### src/rtl/id_lookup_if.sv
// rtl/id_lookup_if.sv - request/result and ROM bus bundle for id_lookup_ctrl
// Ports (signals):
//   start     requester -> ctrl   lookup request
//   id_in     requester -> ctrl   candidate ID (DW bits)
//   rom_addr  ctrl -> ROM         registered ROM address (AW bits)
//   rom_data  ROM -> ctrl         ROM word, valid one cycle after rom_addr
//   busy, done, match, match_idx, id_err   ctrl -> requester results
// Modports: slave = controller side, master = requester/ROM side.
interface id_lookup_if #(
    parameter int AW = 4,
    parameter int DW = 40
);
    logic          start;
    logic [DW-1:0] id_in;
    logic [AW-1:0] rom_addr;
    logic [DW-1:0] rom_data;
    logic          busy;
    logic          done;
    logic          match;
    logic [AW-1:0] match_idx;
    logic          id_err;

    modport master (
        output start, id_in, rom_data,
        input  rom_addr, busy, done, match, match_idx, id_err
    );

    modport slave (
        input  start, id_in, rom_data,
        output rom_addr, busy, done, match, match_idx, id_err
    );
endinterface

### src/rtl/id_lookup_ctrl.sv
// rtl/id_lookup_ctrl.sv - sequential ID ROM scanner reporting hit/miss and index
// Scans ROM entries 0..DEPTH-1 against a latched 10-digit BCD candidate ID.
// Ports:
//   clk   rising-edge clock
//   rst   asynchronous active-high reset
//   bus   id_lookup_if.slave: start/id_in in, rom_addr out, rom_data in,
//         busy/done/match/match_idx/id_err out (all outputs registered)
// Optional feature macro: ID_BCD_CHECK_EN - reject IDs containing a digit >9
// without scanning; when undefined id_err is tied low.
module id_lookup_ctrl #(
    parameter int DEPTH = 5,
    parameter int AW    = 4,
    parameter int DW    = 40
) (
    input  logic           clk,
    input  logic           rst,
    id_lookup_if.slave     bus
);
    typedef enum logic [1:0] {IDLE, FETCH, CMP, DONE} state_t;

    localparam logic [AW-1:0] LAST_IDX = AW'(DEPTH - 1);

    state_t        state;
    logic [DW-1:0] id_q;
    logic [AW-1:0] addr_q;      // doubles as the scan index
    logic          busy_q;
    logic          done_q;
    logic          match_q;
    logic [AW-1:0] match_idx_q;

    assign bus.rom_addr  = addr_q;
    assign bus.busy      = busy_q;
    assign bus.done      = done_q;
    assign bus.match     = match_q;
    assign bus.match_idx = match_idx_q;

`ifdef ID_BCD_CHECK_EN
    logic err_q;
    assign bus.id_err = err_q;

    function automatic logic bad_bcd(input logic [DW-1:0] id);
        logic bad;
        bad = 1'b0;
        for (int i = 0; i < DW / 4; i++) begin
            if (id[i*4 +: 4] > 4'd9) bad = 1'b1;
        end
        return bad;
    endfunction
`else
    assign bus.id_err = 1'b0;
`endif

    always_ff @(posedge clk or posedge rst) begin
        if (rst) begin
            state       <= IDLE;
            id_q        <= '0;
            addr_q      <= '0;
            busy_q      <= 1'b0;
            done_q      <= 1'b0;
            match_q     <= 1'b0;
            match_idx_q <= '0;
`ifdef ID_BCD_CHECK_EN
            err_q       <= 1'b0;
`endif
        end else begin
            done_q <= 1'b0;
            case (state)
                IDLE: begin
                    if (bus.start) begin
                        id_q        <= bus.id_in;
                        busy_q      <= 1'b1;
                        match_q     <= 1'b0;
                        match_idx_q <= '0;
`ifdef ID_BCD_CHECK_EN
                        // Malformed IDs skip the scan and leave rom_addr alone.
                        if (bad_bcd(bus.id_in)) begin
                            err_q <= 1'b1;
                            state <= DONE;
                        end else begin
                            err_q  <= 1'b0;
                            addr_q <= '0;
                            state  <= FETCH;
                        end
`else
                        addr_q <= '0;
                        state  <= FETCH;
`endif
                    end
                end
                FETCH: begin
                    // ROM captures addr_q on this edge; data is valid in CMP.
                    state <= CMP;
                end
                CMP: begin
                    if (bus.rom_data == id_q) begin
                        match_q     <= 1'b1;
                        match_idx_q <= addr_q;
                        state       <= DONE;
                    end else if (addr_q == LAST_IDX) begin
                        match_q     <= 1'b0;
                        match_idx_q <= '0;
                        state       <= DONE;
                    end else begin
                        addr_q <= addr_q + AW'(1);
                        state  <= FETCH;
                    end
                end
                DONE: begin
                    done_q <= 1'b1;
                    busy_q <= 1'b0;
                    state  <= IDLE;
                end
                default: state <= IDLE;
            endcase
        end
    end
endmodule

### src/flat_wrapper.sv
// flat-port wrapper written by rule: the top's interface ports become plain ports
module id_lookup_ctrl_flat 
#(
    parameter int DEPTH = 5,
    parameter int AW    = 4,
    parameter int DW    = 40
)
  (clk, rst, bus_start, bus_id_in, bus_rom_data, bus_rom_addr, bus_busy, bus_done, bus_match, bus_match_idx, bus_id_err);
  id_lookup_if #(.AW(AW), .DW(DW)) bus_i ();
  input  logic clk;
  input  logic rst;
  input wire logic [$bits(bus_i.start)-1:0] bus_start;
  input wire logic [$bits(bus_i.id_in)-1:0] bus_id_in;
  input wire logic [$bits(bus_i.rom_data)-1:0] bus_rom_data;
  output wire logic [$bits(bus_i.rom_addr)-1:0] bus_rom_addr;
  output wire logic [$bits(bus_i.busy)-1:0] bus_busy;
  output wire logic [$bits(bus_i.done)-1:0] bus_done;
  output wire logic [$bits(bus_i.match)-1:0] bus_match;
  output wire logic [$bits(bus_i.match_idx)-1:0] bus_match_idx;
  output wire logic [$bits(bus_i.id_err)-1:0] bus_id_err;
  assign bus_i.start = bus_start;
  assign bus_i.id_in = bus_id_in;
  assign bus_i.rom_data = bus_rom_data;
  assign bus_rom_addr = bus_i.rom_addr;
  assign bus_busy = bus_i.busy;
  assign bus_done = bus_i.done;
  assign bus_match = bus_i.match;
  assign bus_match_idx = bus_i.match_idx;
  assign bus_id_err = bus_i.id_err;
  id_lookup_ctrl #(.DEPTH(DEPTH), .AW(AW), .DW(DW)) u_core (.clk(clk), .rst(rst), .bus(bus_i));
endmodule
### config.mk
export PLATFORM = sky130hd
export DESIGN_NAME = id_lookup_ctrl_flat
export DESIGN_NICKNAME = d
export VERILOG_FILES = /design/src/rtl/id_lookup_if.sv /design/src/rtl/id_lookup_ctrl.sv /design/src/flat_wrapper.sv
export SDC_FILE = /design/constraint.sdc
export NUM_CORES = 1
export LEC_CHECK = 0
export ABC_CLOCK_PERIOD_IN_PS = 1670
export CORE_MARGIN = 3
export CORE_UTILIZATION = 40
export DETAILED_ROUTE_END_ITERATION = 6
export GPL_ROUTABILITY_DRIVEN = 0
export PLACE_DENSITY = 0.73
export RECOVER_POWER = 25
export SYNTH_ARGS = -nofsm -noshare
export SYNTH_HDL_FRONTEND = slang
export SYNTH_SLANG_ARGS = --single-unit
### constraint.sdc
create_clock -name clk -period 1.67 [get_ports clk]
set_input_delay 0.2505 -clock clk [delete_from_list [all_inputs] [get_ports clk]]
set_output_delay 0.2505 -clock clk [all_outputs]
set_load 0.005 [all_outputs]
==> results of run 1 <==
-- area by class of cell --
cell class | count | area, sq um
Tap cell | 75 | 93.8
Timing Repair Buffer | 107 | 1060
Inverter | 6 | 22.5
Clock buffer | 5 | 68.8
Fill cell | 543 | 2260
Multi-Input combinational cell | 213 | 1190
Clock inverter | 2 | 35.0
Sequential cell | 53 | 1330
-- sequential cells by signal, indices dropped and copies added, names as in the netlist --
name / flops
u_core.bus.busy: 1
u_core.id_q: 40
u_core.bus.match_idx: 4
u_core.bus.match: 1
u_core.bus.rom_addr: 4
u_core.bus.done: 1
u_core.state: 2
-- synth_stat cells, drive strengths merged --
cell	number
nand2	128
dfrtp	53
xnor2	40
nand4	16
clkbuf	9
inv	6
nand3	5
o21ai	5
mux2i	4
buf	3
nor2	3
and2	2
ha	2
nand2b	2
nor4	2
and2b	1
and3	1
conb	1
nor3	1
-- report_power, final --
part,internal (uW),leakage (uW),total (uW),switching (uW)
Sequential,1810,0.000669,2160,357
Clock,436,0.0000540,827,391
Combinational,1000,0.00103,1900,894
-- cells by family after synthesis --
kind of cell | Yosys count
XOR/XNOR | 40
AND/OR/NAND/NOR | 161
adder cells (fa/ha/maj) | 2
multiplexers | 4
AO/OA/AOI/OAI | 5
buffers and inverters | 18
flip-flops | 53
other | 1
-- worst max-delay path: stages (launching register included) --
cell and delay [ps]:
dfrtp_1 400, xnor2_1 170, nand4_1 160, nor4_2 300
buf_4 170, nand3_4 70, buf_6 150, nand4_1 100
mux2i_1 190
-- layer usage --
metal | vias to the layer above | global-route usage (%) | part of all wire (%)
li1 | 1092 | - | -
met4 | 0 | 4.89 | 1.1
met1 | 1003 | 21.0 | 43
met2 | 60 | 28.5 | 50
met5 | - | 0 | 0
met3 | 6 | 3.84 | 5.9
-- stage by stage --
| stage | util [%] | hold WS, ps |
|---|---|---|
| after CTS | 62.5 | 305 |
| after global routing | 62.7 | 458 |
| after detailed placement | 60.1 | 484 |
| after global placement | 60.1 | 480 |
| final | 62.7 | 464 |
| after floorplan | - | 356 |
-- how the worst max path moves through the flow --
| stage | cells after the start | slack (ps) | end |
|---|---|---|---|
| floorplan | 1 | 130 | u_core.bus.busy |
| global placement | 9 | -490 | u_core.bus.rom_addr[1] |
| detailed placement | 9 | -510 | u_core.bus.rom_addr[0] |
| CTS | 8 | -140 | u_core.bus.rom_addr[3] |
| global route | 8 | -240 | u_core.bus.rom_addr[3] |
| finish | 8 | -100 | u_core.bus.rom_addr[3] |
-- placed cells by master (no fill, tap or decap), drive strengths merged --
| cell type | instances |
|---|---|
| conb | 1 |
| mux2i | 4 |
| inv | 5 |
| ha | 2 |
| o21ai | 5 |
| nand4 | 16 |
| bufinv | 1 |
| nor3 | 1 |
| buf | 14 |
| clkinv | 2 |
| and2b | 1 |
| xnor2 | 40 |
| and3 | 1 |
| nor4 | 2 |
| nand3 | 5 |
| nor2 | 3 |
| clkdlybuf4s50 | 93 |
| and2 | 2 |
| dfrtp | 53 |
| nand2 | 128 |
| nand2b | 2 |
| clkbuf | 5 |
-- timing repair --
item / 4_1_cts / 5_1_grt
endpoints found under the setup margin: 10 / 10
setup buffers: 0 / 1
pin swaps: 5 / 5
gates resized for setup: 6 / 3
cloned: 1 / 0
==> results, run 1 <==
- The number of hold buffers added after cts is 0.
- The signal arrival time at the worst endpoint is 2000 ps.
- The number of warnings reported in the yosys synthesis log is 0.
- In this run the cell area measured after placement is 3640 sq um.
- The region available for standard cell placement spans 6060 sq um.
- The worst setup path startpoint is u_core.id_q[28].
- In the final layout, the share of cells above drive strength 1 is 8.81%.
- The H-tree was split into 2 levels.
- The aggregate routed wire length is 5820 microns.
- For this configuration, the core starts out at a cell density of 42.2%.
- The routed length per placed instance is 12.6 microns.
- The worst pin sits at a relative slew slack of a little under a quarter.
- The maximum number of buffers from clock root to sink is 2.
- The sequential fraction of the synthesis area is 51.9%.
- The floorplan step defined a die boundary enclosing 7380 sq um.
- The simple logic cell fraction of the synthesized area is around a quarter.
- The post-synthesis compound-gate area fraction is around 1.6%.
- The number of antenna violations at the first check in global routing is 0.
- The synthesized cell area is ~2600 sq um.
- The synthesized design devotes to its leading area cell type 51.9% of total area.
- Summed over all failing endpoints, the final setup total negative slack is -551 ps.
- The clock net in this run drives a total of 53 sinks.
- The post-synthesis average cell area is roughly 9.0 sq um.
- The worst-case IR drop observed on VDD is 586 uV.
- The number of global-route vias before repair is about 2200.
- The number of slew-limit violations in the final report is 0.
- The synthesis-to-layout area growth is 48.7%.
- The actual transition at the worst max-transition pin is 1150 ps.
- The clock tree from TritonCTS is yes.
- After layout, the worst path uses 106% of the clock period.
- The floorplan step set the die height to 85.9 microns.
- Summed over all nets, the half-perimeter wirelength after detailed placement is 4470 microns.
- The startpoint identified for the worst hold timing path is bus_id_in[1].
- The count of boundary I/O pins is between 90 and 100.
- At the end of the flow, the number of nets in the layout was 471.
- The pin count of the biggest net entering global routing is 54.
- The reported max-cap violation count is 0.
- After routing the design area is 3800 sq um.
- The required time of the critical path is 1900 ps.
- The class of the most critical hold timing path is input pin to flip-flop.
- The flow ran to the end, but the final reports show violations.
- The detailed router finished its first iteration with 87 violations.
- Clock skew on the completed layout was measured at between 3 and 4 ps.
- Counting instances, the worst hold path has a depth of 3.
- The classification of the worst setup path is flip-flop to flip-flop.
- In this run the tool buffered the top-level ports with 93 buffer cells.
- The width of the chip is 85.9 microns.
- The finished layout holds 461 standard cells, fillers aside.
- The number of cells on the worst reg-to-reg path is 8.
- Sorting the synthesized cells by area gives the leading types as dfrtp_1 52%, nand2_1 19%, xnor2_1 14%, nand4_1 3.7%, mux2i_1 1.6%.
- Based on the critical path, the design can be clocked at up to 565 MHz.
- Once placement completed, the tool counted placed cells totaling 452.
- Counting every instance in the synthesized netlist gives 284.
- The number of distinct library cell variants in the gate-level netlist after synthesis is 24.
- For this run, the detailed router's first-pass iteration total came to 4.
- The worst-skew pair later-pin latency is 300 ps.
- The slack of the worst reg-to-reg path is -100 ps.
- The adder-cell share of the synthesized area is less than 1%.
- The final total power is 4890 uW.
- The checks that failed: setup timing.
- In this run the critical register-to-register path is captured at u_core.bus.rom_addr[3].
- CTS placed an instance of clkbuf_8 at the clock tree root.
- The critical register-to-register path startpoint is u_core.id_q[28].
- The dominant cell type by area after synthesis is dfrtp_1.
- Setup repair after global routing could not meet its margin everywhere.
- The endpoint type of the worst setup path is a flip-flop.
- The worst-case setup slack after placement is -513 ps.
- The worst setup path is launched from a flip-flop.
- 0 antenna diodes ended up in the layout.
- The worst hold path terminates at u_core.id_q[1].
- In the routed layout, each cell is associated on average with a via count of 4.69.
- The floorplan has 28 rows.
- The number of buffers created by CTS is 5.
- The first global-routing pass estimated between 9000 and 10000 microns of wire.
- The synthesized-area fraction occupied by xor and xnor cells is between 10 and 15%.
- In this run the static leakage power is between 0.0015 and 0.002 uW.
- The antenna violation net count after detailed routing is 0.
- Of all nets on the critical path, the largest fanout is 5.
- Synthesis inferred 53 register bits.
- The hold violation total from the final report is 0.
- Summed over all layers, the global routing overflow is 0.
- For this design the ratio of total power to cell area is ~1300 nW/um^2.
- The clock transition time at the flip-flop clock pins of the worst setup and hold paths is 90 ps.
- The minimum clock period after layout is 1770 ps.
- Setup violations remaining at the end of the flow were counted as 9.
- The synthesized net count is 369.
- For this run, design rule violations remaining after detail routing come to 0.
- The mux share of post-synthesis cell area is 1.57%.
- For this block, the via count after detailed routing is about 2200.
- The dominant combinational cell family by area after synthesis is simple AND/OR/NAND/NOR gates.
- The overall routing resource usage is about 17%.
- The final worst-path setup slack is -100 ps.
Note: power is estimated with default switching activity, not from simulation.
==> run 2, diff against run 1 <==
Settings changed: CAP_MARGIN from default to 20, TNS_END_PERCENT from default to 5.
==> run 2 against run 1 <==
Compared with the run above: the run still ends with setup timing left; combinational power about the same; core utilization is the same; fmax is 0.55% higher; first-iteration DRC count up 8.0%; total power is essentially flat; critical endpoint unchanged; largest power group unchanged.
==> results, run 2 (synthesized netlist as in run 1, its figures left out) <==
- The run finished, with violations left.
- The checks that failed: setup timing.
- The width of the chip was 85.9 microns (unchanged).
- The die area is 7380 sq um (unchanged).
- The sum of negative setup slack came to -463 ps (+87.4 ps).
- The library cell appearing most often on the critical path is nand4_1.
- The overall routing resource usage is 16.7% (unchanged).
- The number of rows created at floorplan is 28 (unchanged).
- The routed length per placed instance was 12.7 microns (+0.79%).
- The tightest slew margin relative to the limit came to 23.1% (-0.19 points).
- The signal arrival time at the worst endpoint was 1990 ps (about the same).
- The worst register-to-register path begins at u_core.id_q[28].
- In this run the most critical hold path is launched from bus_id_in[1].
- The commonest non-fill, non-tap cell in the layout is nand2_1.
- The number of buffers inserted by port buffering is 93 (unchanged).
- The largest voltage drop on the vdd net was 589 uV (+0.43%).
- The setup-violating endpoint count in the final report is 8 (-1).
- The number of buffers created by CTS is 5 (unchanged).
- STA classifies the critical path endpoint as a flip-flop.
- The top cell types in the final layout, fill and taps aside, are 127 x nand2_1, 93 x clkdlybuf4s50_1, 53 x dfrtp_1.
- The pin count of the biggest net entering global routing is 54 (unchanged).
- The aggregate routed wire length is 5860 microns (+0.79%).
- The clock tree from TritonCTS is yes.
- The hold violation total from the final report is 0 (unchanged).
- The post-route fraction of the period consumed by the critical path is 105% (-0.58 points).
- The root buffer cell chosen for the clock tree is clkbuf_8.
- The number of cells in the finished layout apart from fillers was 461 (unchanged).
- The critical path in this run is classified as flip-flop to flip-flop.
- The synthesis-to-layout area growth is 48.7% (unchanged).
- The number of slew-limit violations in the final report was 0 (unchanged).
- The final total power was 4890 uW (about the same).
- The total vias in the final route is 2155 (-0.28%).
- The number of filler instances in the final layout came to 543 (unchanged).
- The largest stage delay on the critical path is 400 ps (about the same).
- The peak clock frequency supported by timing is 568 MHz (+0.55%).
- The maximum level of the CTS H-tree is 2 (unchanged).
- The effective utilization at floorplan is 42.2% (unchanged).
- The post-layout utilization of the core is 62.7% (unchanged).
- The clock sink count was 53 (unchanged).
- More flip-flops sit in one register than any other, and that register is u_core.id_q.
- The overall overflow remaining after global route is 0 (unchanged).
- The critical-path maximum fanout was 5 (unchanged).
- The DRC violation count after routing came to 0 (unchanged).
- The worst setup path startpoint is u_core.id_q[28].
- The fraction of final layout cells sized beyond drive strength 1 is 8.81% (unchanged).
- The number of antenna repair diodes came to 0 (unchanged).
- The number of antenna violations at the first check in global routing is 0 (unchanged).
- The number of flip-flops under the largest register name is 40 (unchanged).
- Traced cell by cell, the critical path runs through xnor2_1 > nand4_1 > nor4_2 > buf_4 > nand3_4 > buf_6 > nand4_1 > mux2i_1.
- The die height was 85.9 microns (unchanged).
- The placed instance count is 452 (unchanged).
- The worst-skew pair later-pin latency was 300 ps (about the same).
- The maximum number of buffers from clock root to sink is 2 (unchanged).
- For this design, the slowest cell found on the critical path is dfrtp_1.
- The maximum clock skew at final layout is 3.60 ps (-0.129 ps).
- The worst-case setup slack after placement is -513 ps (unchanged).
- The count of boundary I/O pins came to 95 (unchanged).
- The category of the worst setup path launch point is a flip-flop.
- The reported max-cap violation count is 0 (unchanged).
- The power density over the cells was 1290 nW/um^2 (about the same).
- The actual transition at the worst max-transition pin came to 1150 ps (+2.87 ps).
- The length of the first detailed-routing pass in iterations is 4 (unchanged).
- The reported leakage power was 0.00175 uW (unchanged).
- The number of vias per cell came to 4.67 (-0.28%).
- The wire length of the first global-routing pass is 9670 microns (unchanged).
- The final worst-path setup slack is -90.4 ps (+9.75 ps).
- Setup repair after global routing could not meet its margin everywhere.
- The class of the most critical hold timing path is input pin to flip-flop.
- The net count of the finished layout is 471 (unchanged).
- The antenna violation net count after detailed routing came to 0 (unchanged).
- The number of global-route vias before repair is 2161 (+0.093%).
- The minimum clock period after layout is 1760 ps (-9.75 ps).
- The core area came to 6060 sq um (unchanged).
- The clock transition time at the flip-flop clock pins of the worst setup and hold paths is 90 ps (about the same).
- The HPWL reported at the end of detailed placement is 4470 microns (unchanged).
- The required time of the critical path is 1900 ps (about the same).
- The iteration-0 DRC count of the detailed router is 94 (+8.0%).
## run 2: cell counts in the layout (fill, tap and decap cells not counted)
No cell type changed its count.
## run 2: path summary, 6_finish.rpt
| kind | depth (start not counted) | endpoint | slack, ps |
|---|---|---|---|
| max in group asynchronous | 3 | u_core.id_q[26] | 340 |
| setup reg to reg | 8 | u_core.bus.rom_addr[3] | -90 |
| hold / removal | 3 | u_core.id_q[1] | 460 |
| hold reg to reg | 2 | u_core.id_q[22] | 500 |
| min in group asynchronous | 3 | u_core.id_q[23] | 610 |
| setup / recovery | 8 | u_core.bus.rom_addr[3] | -90 |
## run 2: per-layer routing
metal / track usage (%) / part of all wire, % / vias up
li1: - / - / 1093
met1: 21.0 / 43 / 998
met4: 4.89 / 1.1 / 0
met5: 0 / 0 / -
met2: 28.5 / 50 / 58
met3: 3.84 / 5.9 / 6
## run 2: power by group
group	leakage [uW]	switching (uW)	total (uW)	internal [uW]
Clock	0.0000540	391	826	436
Sequential	0.000669	359	2170	1810
Combinational	0.00103	896	1900	1000
Total	0.00175	1650	4890	3250
## run 2: timing repair
item | CTS | global route
setup endpoints to repair | 10 | 10
hold buffers | 0 | 0
gates cloned | 1 | 0
buffers inserted | 0 | 1
gates resized for setup | 6 | 3
pin swaps | 5 | 5
## run 2: critical path: cells and delay by family, from the launching register on
kind | cells | cell delay, ps
multiplexers | 1 | 190
XOR/XNOR | 1 | 170
AND/OR/NAND/NOR | 4 | 620
flip-flops | 1 | 400
buffers and inverters | 2 | 320
## run 2: area by class of cell
cell class	instances	area [sq um]	share of cell area [%]
sequential	53	1330	34.9
multi-input combinational	213	1190	31.4
timing repair buffer	107	1060	27.9
tap	75	93.8	2.47
clock buffer	5	68.8	1.81
clock inverter	2	35.0	0.922
inverter	6	22.5	0.593
## run 2: per-stage QoR
stage          hold WS (ps)  instance area, sq um
5_1_grt                 458                  3800
3_3_place_gp            480                  3640
4_1_cts                 305                  3790
2_1_floorplan           356                  2550
6_report                464                  3800
3_5_place_dp            484                  3640
